## src/rtl/regfile_writeback.sv

```systemverilog
// Writeback sequencer for the register file write port.
// Zero-sweeps every register after reset, then merges load- and ALU-stage
// writeback requests through a small FIFO, retiring one write per cycle.
module regfile_writeback #(
    parameter int WIDTH   = 32,
    parameter int REGSIZE = 5,
    parameter int DEPTH   = 4
) (
    input  logic               clk,
    input  logic               reset,
    input  logic               memValid,
    input  logic [REGSIZE-1:0] memAddress,
    input  logic [WIDTH-1:0]   memValue,
    output logic               memReady,
    input  logic               aluValid,
    input  logic [REGSIZE-1:0] aluAddress,
    input  logic [WIDTH-1:0]   aluValue,
    output logic               aluReady,
    output logic               writeEnable,
    output logic [REGSIZE-1:0] writeAddress,
    output logic [WIDTH-1:0]   writeValue,
    output logic               initDone,
    output logic               busy
);
    localparam int PW    = (DEPTH > 1) ? $clog2(DEPTH) : 1;
    localparam int NREGS = 1 << REGSIZE;

    typedef enum logic {INIT, RUN} state_t;

    state_t             state, nextState;
    logic [REGSIZE:0]   sweepCount;
    logic [REGSIZE-1:0] fifoAddr  [DEPTH];
    logic [WIDTH-1:0]   fifoValue [DEPTH];
    logic [PW-1:0]      rdPtr, wrPtr, aluSlot;
    logic [PW:0]        count;
    logic [PW+1:0]      freeSlots;
    logic               pop, memUses, memPush, aluPush, sweepEnd;

    // Sweep completes once every register address has been strobed.
    always_comb begin
        sweepEnd  = (state == INIT) && (sweepCount == (REGSIZE+1)'(NREGS));
        nextState = state;
        if (sweepEnd)
            nextState = RUN;
    end

    // Handshake and FIFO slot accounting; a pop this edge frees a slot,
    // and address-0 requests are swallowed without using space.
    always_comb begin
        pop       = (state == RUN) && (count != '0);
        freeSlots = (PW+2)'(DEPTH) - (PW+2)'(count) + (PW+2)'(pop);
        memUses   = memValid && (memAddress != '0);
        memReady  = (state == RUN) && (freeSlots >= (PW+2)'(1));
        aluReady  = (state == RUN) &&
                    (memUses ? (freeSlots >= (PW+2)'(2)) : (freeSlots >= (PW+2)'(1)));
        memPush   = memValid && memReady && (memAddress != '0);
        aluPush   = aluValid && aluReady && (aluAddress != '0);
        // Load is the older instruction, so it takes the first free slot.
        aluSlot   = wrPtr + PW'(memPush);
    end

    assign busy = (count != '0) || writeEnable;

    // State register.
    always_ff @(posedge clk or posedge reset) begin
        if (reset)
            state <= INIT;
        else
            state <= nextState;
    end

    // Write-port registers: zero sweep during INIT, FIFO head during RUN.
    always_ff @(posedge clk or posedge reset) begin
        if (reset) begin
            sweepCount   <= '0;
            writeEnable  <= 1'b0;
            writeAddress <= '0;
            writeValue   <= '0;
            initDone     <= 1'b0;
        end else if (state == INIT) begin
            if (sweepEnd) begin
                writeEnable <= 1'b0;
                initDone    <= 1'b1;
            end else begin
                writeEnable  <= 1'b1;
                writeAddress <= sweepCount[REGSIZE-1:0];
                writeValue   <= '0;
                sweepCount   <= sweepCount + 1'b1;
            end
        end else if (pop) begin
            writeEnable  <= 1'b1;
            writeAddress <= fifoAddr[rdPtr];
            writeValue   <= fifoValue[rdPtr];
        end else begin
            writeEnable <= 1'b0;
        end
    end

    // FIFO pointers and occupancy; pushed entries become visible next edge.
    always_ff @(posedge clk or posedge reset) begin
        if (reset) begin
            rdPtr <= '0;
            wrPtr <= '0;
            count <= '0;
        end else begin
            if (pop)
                rdPtr <= rdPtr + 1'b1;
            wrPtr <= wrPtr + PW'(memPush) + PW'(aluPush);
            count <= count + (PW+1)'(memPush) + (PW+1)'(aluPush) - (PW+1)'(pop);
        end
    end

    // FIFO storage; contents are only meaningful behind the pointers.
    always_ff @(posedge clk) begin
        if (memPush) begin
            fifoAddr[wrPtr]  <= memAddress;
            fifoValue[wrPtr] <= memValue;
        end
        if (aluPush) begin
            fifoAddr[aluSlot]  <= aluAddress;
            fifoValue[aluSlot] <= aluValue;
        end
    end
endmodule

```

## config.mk

```make
export PLATFORM = sky130hd
export DESIGN_NAME = regfile_writeback
export DESIGN_NICKNAME = d
export VERILOG_FILES = /design/src/rtl/regfile_writeback.sv
export SDC_FILE = /design/constraint.sdc
export NUM_CORES = 1
export LEC_CHECK = 0
export ABC_AREA = 1
export CORE_MARGIN = 8
export CORE_UTILIZATION = 61
export DETAILED_ROUTE_END_ITERATION = 10
export HOLD_SLACK_MARGIN = 0.15
export PLACE_DENSITY = 0.83
export SYNTH_ARGS = -nofsm -noshare
export SYNTH_HDL_FRONTEND = slang
export SYNTH_SLANG_ARGS = --single-unit
```

## constraint.sdc

```tcl
create_clock -name clk -period 8.4 [get_ports clk]
set_clock_uncertainty 0.2 [all_clocks]
set_input_delay 1.26 -clock clk [delete_from_list [all_inputs] [get_ports clk]]
set_output_delay 1.26 -clock clk [all_outputs]
set_load 0.005 [all_outputs]
```

==> results.md, run 1 <==
- Critical path type: input port to register
- Die X-Extent: 146 µm
- Ports: 120
- Tmin final: 5.28 ns
- Routed length per instance: 20.0 µm
- Post-cts repair resize count: 0
- CTS tree: built
- Clock buffer depth: 2
- Global-route wire length before repair: 45000 µm
- Mapped Cells: 1149
- Synth cell count leaders: nand2_1, nand4_1, edfxtp_1
- Post-route DRC: 0
- Vias in the first global route: 8748
- Post-Synth XOR/XNOR Area: 0.00683
- Pin count of the biggest net entering global routing: 121
- Synthesis-to-finish area growth: 17.2%
- Async SR Flop Fraction: 0.260
- Num CTS Buffers: 17
- Row count: 47
- Clock-pin slew on the worst setup and hold paths: 0.07 ns
- CP Capture Type: register
- Outcome: completed
- Buffers on Ports: 119
- Die area: 21200 µm²
- Initial antenna violation count: 0
- Mapped Avg Cell Area: 8.93 µm²
- Primary FF master, synth: edfxtp_1
- Slew Limit Fails: 0
- #FFs+latches synth: 200
- Ant. Diodes: 0
- Post-Synth Simple-Gate Area: 0.296
- Clk sinks: 200
- Post-layout nets: 1289
- Vias/cell: 6.35
- VDD IR max: 0.462 mV
- Hpwl dp: 16100 µm
- Largest family of logic cells by synthesized area: simple AND/OR/NAND/NOR gates
- Antenna-violating nets left: 0
- Sequential area share after synthesis: 0.560
- Post-CTS setup repair buffer count: 0
- Critical Path Source Type: input port
- Hold Vio Cnt, Final: 0
- GRT overflow: 0
- CP max stage cell: nor2_4
- Initial core utilization: 0.621
- Part of the cycle the worst path needs: 0.629
- CP Data Arrival Time: 5.14 ns
- Clock tree root buffer cell: clkbuf_16
- Setup TNS: 0 ns
- Slew @ Worst Pin: 1.20 ns
- RD Place Congestion: 0.835
- CORE AREA: 16500 µm²
- Slew margin rel.: 0.197
- CP required: 8.25 ns
- Post-synth EDFFs: 148
- Netlist cell types: 29
- CTS H-tree depth: 4
- Cell taking the most area after synthesis: edfxtp_1
- Total GRT Usage: 0.265
- Iter 0 DRT Violations: 1090
- Fill count: 1181
- Most instantiated library cell after synthesis: nand2_1
- Worst-Skew Late Latency: 0.44 ns
- Worst-path cell chain: clkdlybuf4s50_1 -> nor2_1 -> nand3_1 -> nand2_1 -> nor2_1 -> ha_1 -> xnor2_1 -> inv_1 -> nor2_4 -> nand3_2 -> nand2_2
- Ys Warns: 0
- Total Routed Length: 28700 µm
- Largest cells by area after synthesis: edfxtp_1, nand2_1, dfrtp_1
- Pwr per Cell Area: 410 nW/µm²
- Final instance area: 12000 µm²
- Critical path's largest stage delay: 0.84 ns
- Adder-cell share of the synthesized area: 0.0124
- Die height: 146 µm
- Final setup fails: 0
- Post-synthesis compound-gate area fraction: 0.0652
- Cell Area, Synth: 10300 µm²
- Proportion of synthesized area in mux cells: 0
- Cell Area, Placed: 11400 µm²
- Worst hold path class: register to register
- Hold buffer count at CTS: 0
- DRT Pass-1 Iters: 6
- Layout cell share with drive strength beyond 1: 0.0551
- Crit Path Max Fanout: 38
- Synth top area share: 0.433
- CP most frequent cell: nor2_1
- Achievable Freq: 189 MHz
- Vias: 9115
- Leak: 5.04 nW
- Max cap viols: 0
- Syn nets: 1236
- RSZ-0062 raised after global routing: no
sequential cells by signal, summed over array words and instances (netlist names):
name	cells
count	3
fifoAddr	20
fifoValue	128
rdPtr	2
state	1
sweepCount	6
wrPtr	2
writeAddress	5
writeEnable	1
writeValue	32
metrics by stage:
stage | hold slack (ns) | util | setup slack, ns | total power, mW | cells
floorplan | 0.263 | - | 4.43 | 3.24 | 1149
global placement | 0.290 | 0.688 | 2.95 | 3.87 | 1403
detailed placement | 0.294 | 0.688 | 2.79 | 3.97 | 1403
CTS | 0.312 | 0.728 | 3.22 | 4.90 | 1435
global route | 0.332 | 0.728 | 2.87 | 5.20 | 1435
finish | 0.308 | 0.728 | 3.12 | 4.93 | 1435
cells by family (layout without fill, tap and decap cells):
logic type               count (synthesis)  count (layout)
AO/OA/AOI/OAI                          121             121
XOR/XNOR                                 8               8
adder cells (fa/ha/maj)                  9               9
buffers and inverters                  125             191
flip-flops                             200             200
AND/OR/NAND/NOR                        686             686
per-layer routing:
metal	share of wire	track usage	wire length [µm]	vias up
met4	0.024	0.120	682	0
li1	-	-	-	4150
met1	0.37	0.329	10700	4332
met3	0.096	0.0488	2750	65
met2	0.51	0.444	14600	568
met5	0	0	0	-
report_power, final:
part / switching (mW) / internal [mW]
clock network: 0.365 / 0.564
registers: 0.140 / 1.67
logic: 1.52 / 0.664
total: 2.03 / 2.90
critical path, delay by kind of cell:
| family | cells | cell delay (ns) |
|---|---|---|
| xor gates and xnor gates | 1 | 0.56 |
| adders and majority gates | 1 | 0.22 |
| buffers and inverters | 2 | 0.77 |
| and+or+nand+nor | 7 | 2.30 |
cell usage in the layout (no fill, tap or decap), types with 6 or more instances in the layout:
cell             Yosys  final
dfrtp_1             52     51
nand3_1             42     42
buf_4                9     14
inv_1               21     19
bufinv_16            0      6
ha_1                 7      7
o21ai_1             10     10
edfxtp_1           148    148
clkbuf_16            0     17
nand4_1            149    149
o22ai_1             37     37
clkdlybuf4s50_1      0    119
o21ai_0             65     65
nand2_1            391    387
nor2_1              96     92
layout make-up:
type | count | area (µm²) | area share
repair buffers | 133 | 1300 | 0.108
inverters | 26 | 103 | 0.00853
flip-flops and latches | 200 | 5750 | 0.478
clock buffers | 18 | 439 | 0.0365
well taps | 220 | 275 | 0.0229
multi-input cells | 824 | 3940 | 0.328
clock inverters | 14 | 226 | 0.0188
path summary, 6_finish.rpt:
kind,from,to,slack [ns],cells after the start
setup / recovery,memAddress[1],fifoValue[0][4],3.12,11
hold / removal,writeValue[24],writeValue[24],0.31,2
setup reg to reg,state,fifoValue[0][4],3.34,13
hold reg to reg,writeValue[24],writeValue[24],0.31,2
max in group asynchronous,reset,rdPtr[0],6.31,3
min in group asynchronous,reset,writeValue[24],1.15,3
Note: power is estimated with default switching activity, not from simulation.
==> run 2: changes to the inputs <==
- CORE_UTILIZATION: 61 -> 51
- PLACE_DENSITY: 0.83 -> 0.74
- clock period: 8.4 -> 4.41 ns (I/O delays scaled with it)
==> run 2 against run 1 <==
Effect of this change: clock power is 59% higher; total power is 87% higher; worst setup slack worse by 2.5 ns; core utilization is 12 points lower; cell count is 4.7% higher; via count is 3.1% lower; combinational power is 98% higher; global-route usage is 3.4 points lower; largest cell class unchanged; final area is 0.77% higher; sequential power is 88% higher; critical path depth is 3 higher; critical path type is now register to register; sequential cell count stayed put.
==> results.md, run 2 (synthesis results as in run 1) <==
- Total Routed Length: 28400 µm (-1.1%)
- Routed length per instance: 18.9 µm (-5.6%)
- CTS tree: built
- Max cap viols: 0 (unchanged)
- Critical path type: register to register
- Final instance area: 12100 µm² (+0.77%)
- Reg2Reg Setup Slack: 0.61 ns (-2.73 ns)
- Num CTS Buffers: 17 (unchanged)
- Post-route DRC: 0 (unchanged)
- CP Data Arrival Time: 3.90 ns (-1.24 ns)
- Final setup fails: 0 (unchanged)
- Initial antenna violation count: 0 (unchanged)
- Pin count of the biggest net entering global routing: 85 (-30%)
- Vias: 8836 (-3.1%)
- Pwr per Cell Area: 760 nW/µm² (+86%)
- Clock-pin slew on the worst setup and hold paths: 0.07 ns (about the same)
- Worst r2r src: state
- Most frequent cells in the layout: nand2_1, nand4_1, edfxtp_1, clkdlybuf4s50_1, nor2_1
- CP required: 4.51 ns (-3.74 ns)
- Achievable Freq: 263 MHz
- Ports: 120 (unchanged)
- CTS H-tree depth: 4 (unchanged)
- Post-cts repair resize count: 0 (unchanged)
- Crit Path Max Fanout: 37 (-2.6%)
- CORE AREA: 20000 µm² (+21%)
- Synthesis-to-finish area growth: 18.1%
- Max reg flops: 128 (unchanged)
- Commonest non-fill, non-tap cell in the layout: nand2_1
- Slew margin rel.: 0.257 (+0.0605)
- Hold Path End: sweepCount[4]
- Global-route wire length before repair: 44400 µm (-1.3%)
- RSZ-0062 raised after global routing: no
- Hold_sp: sweepCount[4]
- Slew @ Worst Pin: 1.11 ns (-0.0924 ns)
- Post-CTS setup repair buffer count: 0 (unchanged)
- FF+latch area: 5750 µm² (unchanged)
- Hold depth: 1 (-1)
- Regs by FF count: fifoValue x128, writeValue x32, fifoAddr x20
- Vias/cell: 5.88 (-7.4%)
- Fill count: 1725 (+46%)
- Slew Limit Fails: 0 (unchanged)
- Part of the cycle the worst path needs: 0.863
- Ant. Diodes: 0 (unchanged)
- Buffers on Ports: 119 (unchanged)
- Antenna-violating nets left: 0 (unchanged)
- Reg-to-Reg End: fifoValue[0][23]
- Clock buffer depth: 2 (unchanged)
- CP Capture Type: register
- VDD IR max: 0.796 mV (+72%)
- Row count: 52 (+11%)
- DRT Pass-1 Iters: 5 (-1)
- Vias in the first global route: 8267 (-5.5%)
- Layout cell share with drive strength beyond 1: 0.0641 (+0.00893)
- Worst hold path class: register to register
- GRT overflow: 0 (unchanged)
- Setup TNS: 0 ns (unchanged)
- Die height: 158 µm (+8.3%)
- Clk sinks: 200 (unchanged)
- Total GRT Usage: 0.231 (-0.0341)
- Hold buffer count at CTS: 0 (unchanged)
- Hold Vio Cnt, Final: 0 (unchanged)
- Die area: 24900 µm² (+17%)
- Clock tree root buffer cell: clkbuf_16
- Critical Path Source Type: register
- Worst-Skew Late Latency: 0.44 ns (about the same)
- Hpwl dp: 16900 µm (+5.4%)
- Tmin final: 3.80 ns
- Iter 0 DRT Violations: 788 (-28%)
- Leak: 5.07 nW (+0.68%)
- Outcome: completed
- Footprint of the multi-input gates: 3940 µm² (unchanged)
- Die X-Extent: 158 µm (+8.3%)
- Cell Area, Placed: 11600 µm² (+1.9%)
- Post-layout nets: 1307 (+1.4%)
- Register-to-Register Path Depth: 14 (+1)
- Initial core utilization: 0.514 (-0.107)
- RD Place Congestion: 0.808 (-3.2%)
- Most flop-heavy register: fifoValue
## run 2: cell types whose count changed in the layout (fill, tap and decap cells not counted)
cell / delta
inv_4: +3
buf_4: +17
buf_12: +1
clkbuf_1: +7
clkinv_4: -1
bufinv_16: -6
clkbuf_16: +2
clkinv_2: -4
clkinv_1: -1
## run 2: how the worst max path moves through the flow
stage / start / endpoint / slack, ns / depth (start not counted)
2_1_floorplan: state / fifoAddr[0][0] / 0.73 / 15
3_3_place_gp: memAddress[2] / fifoValue[0][16] / 0.70 / 13
3_5_place_dp: memAddress[4] / fifoValue[1][22] / 0.59 / 13
4_1_cts: state / fifoValue[0][23] / 0.67 / 15
5_1_grt: state / fifoValue[1][12] / 0.45 / 15
6_report: state / fifoValue[0][23] / 0.61 / 14
## run 2: final cells by class
type | instances | share of cell area
clock buffer | 27 | 0.0425
clock inverter | 5 | 0.00268
inverter | 26 | 0.00847
multi-input combinational | 824 | 0.325
sequential | 200 | 0.474
tap | 270 | 0.0279
timing repair buffer | 151 | 0.119
## run 2: per-stage QoR
| stage | worst slack, ns | std cells | hold slack [ns] | util | power [mW] |
|---|---|---|---|---|---|
| 2_1_floorplan | 0.731 | 1149 | 0.263 | - | 6.17 |
| 3_3_place_gp | 0.702 | 1471 | 0.291 | 0.579 | 7.64 |
| 3_5_place_dp | 0.589 | 1471 | 0.290 | 0.579 | 7.76 |
| 4_1_cts | 0.674 | 1503 | 0.305 | 0.607 | 9.23 |
| 5_1_grt | 0.445 | 1503 | 0.324 | 0.607 | 9.82 |
| 6_report | 0.605 | 1503 | 0.301 | 0.607 | 9.22 |
## run 2: worst max-delay path, stage by stage, from the launching register on
cell and delay [ns]:
dfrtp_1 0.54, inv_4 0.19, nand2_2 0.07, ha_1 0.26
a21oi_1 0.16, nand3_1 0.10, nand2_1 0.12, nor2_1 0.13
ha_1 0.22, xnor2_1 0.54, inv_1 0.23, nor2_4 0.14
buf_4 0.45, nand4_1 0.18, nand2_1 0.11
## run 2: per-layer routing
layer	share of wire	vias to the layer above	GRT usage	wire length [µm]
met2	0.50	438	0.392	14200
met5	0	-	0	0
li1	-	4163	-	-
met4	0.020	0	0.0861	571
met1	0.39	4191	0.293	11100
met3	0.088	44	0.0355	2490
## run 2: power breakdown
part,internal [mW],leakage [nW],switching [mW]
Sequential,3.16,2.00,0.250
Combinational,1.40,2.80,2.93
Clock,0.808,0.271,0.668
Total,5.37,5.07,3.85
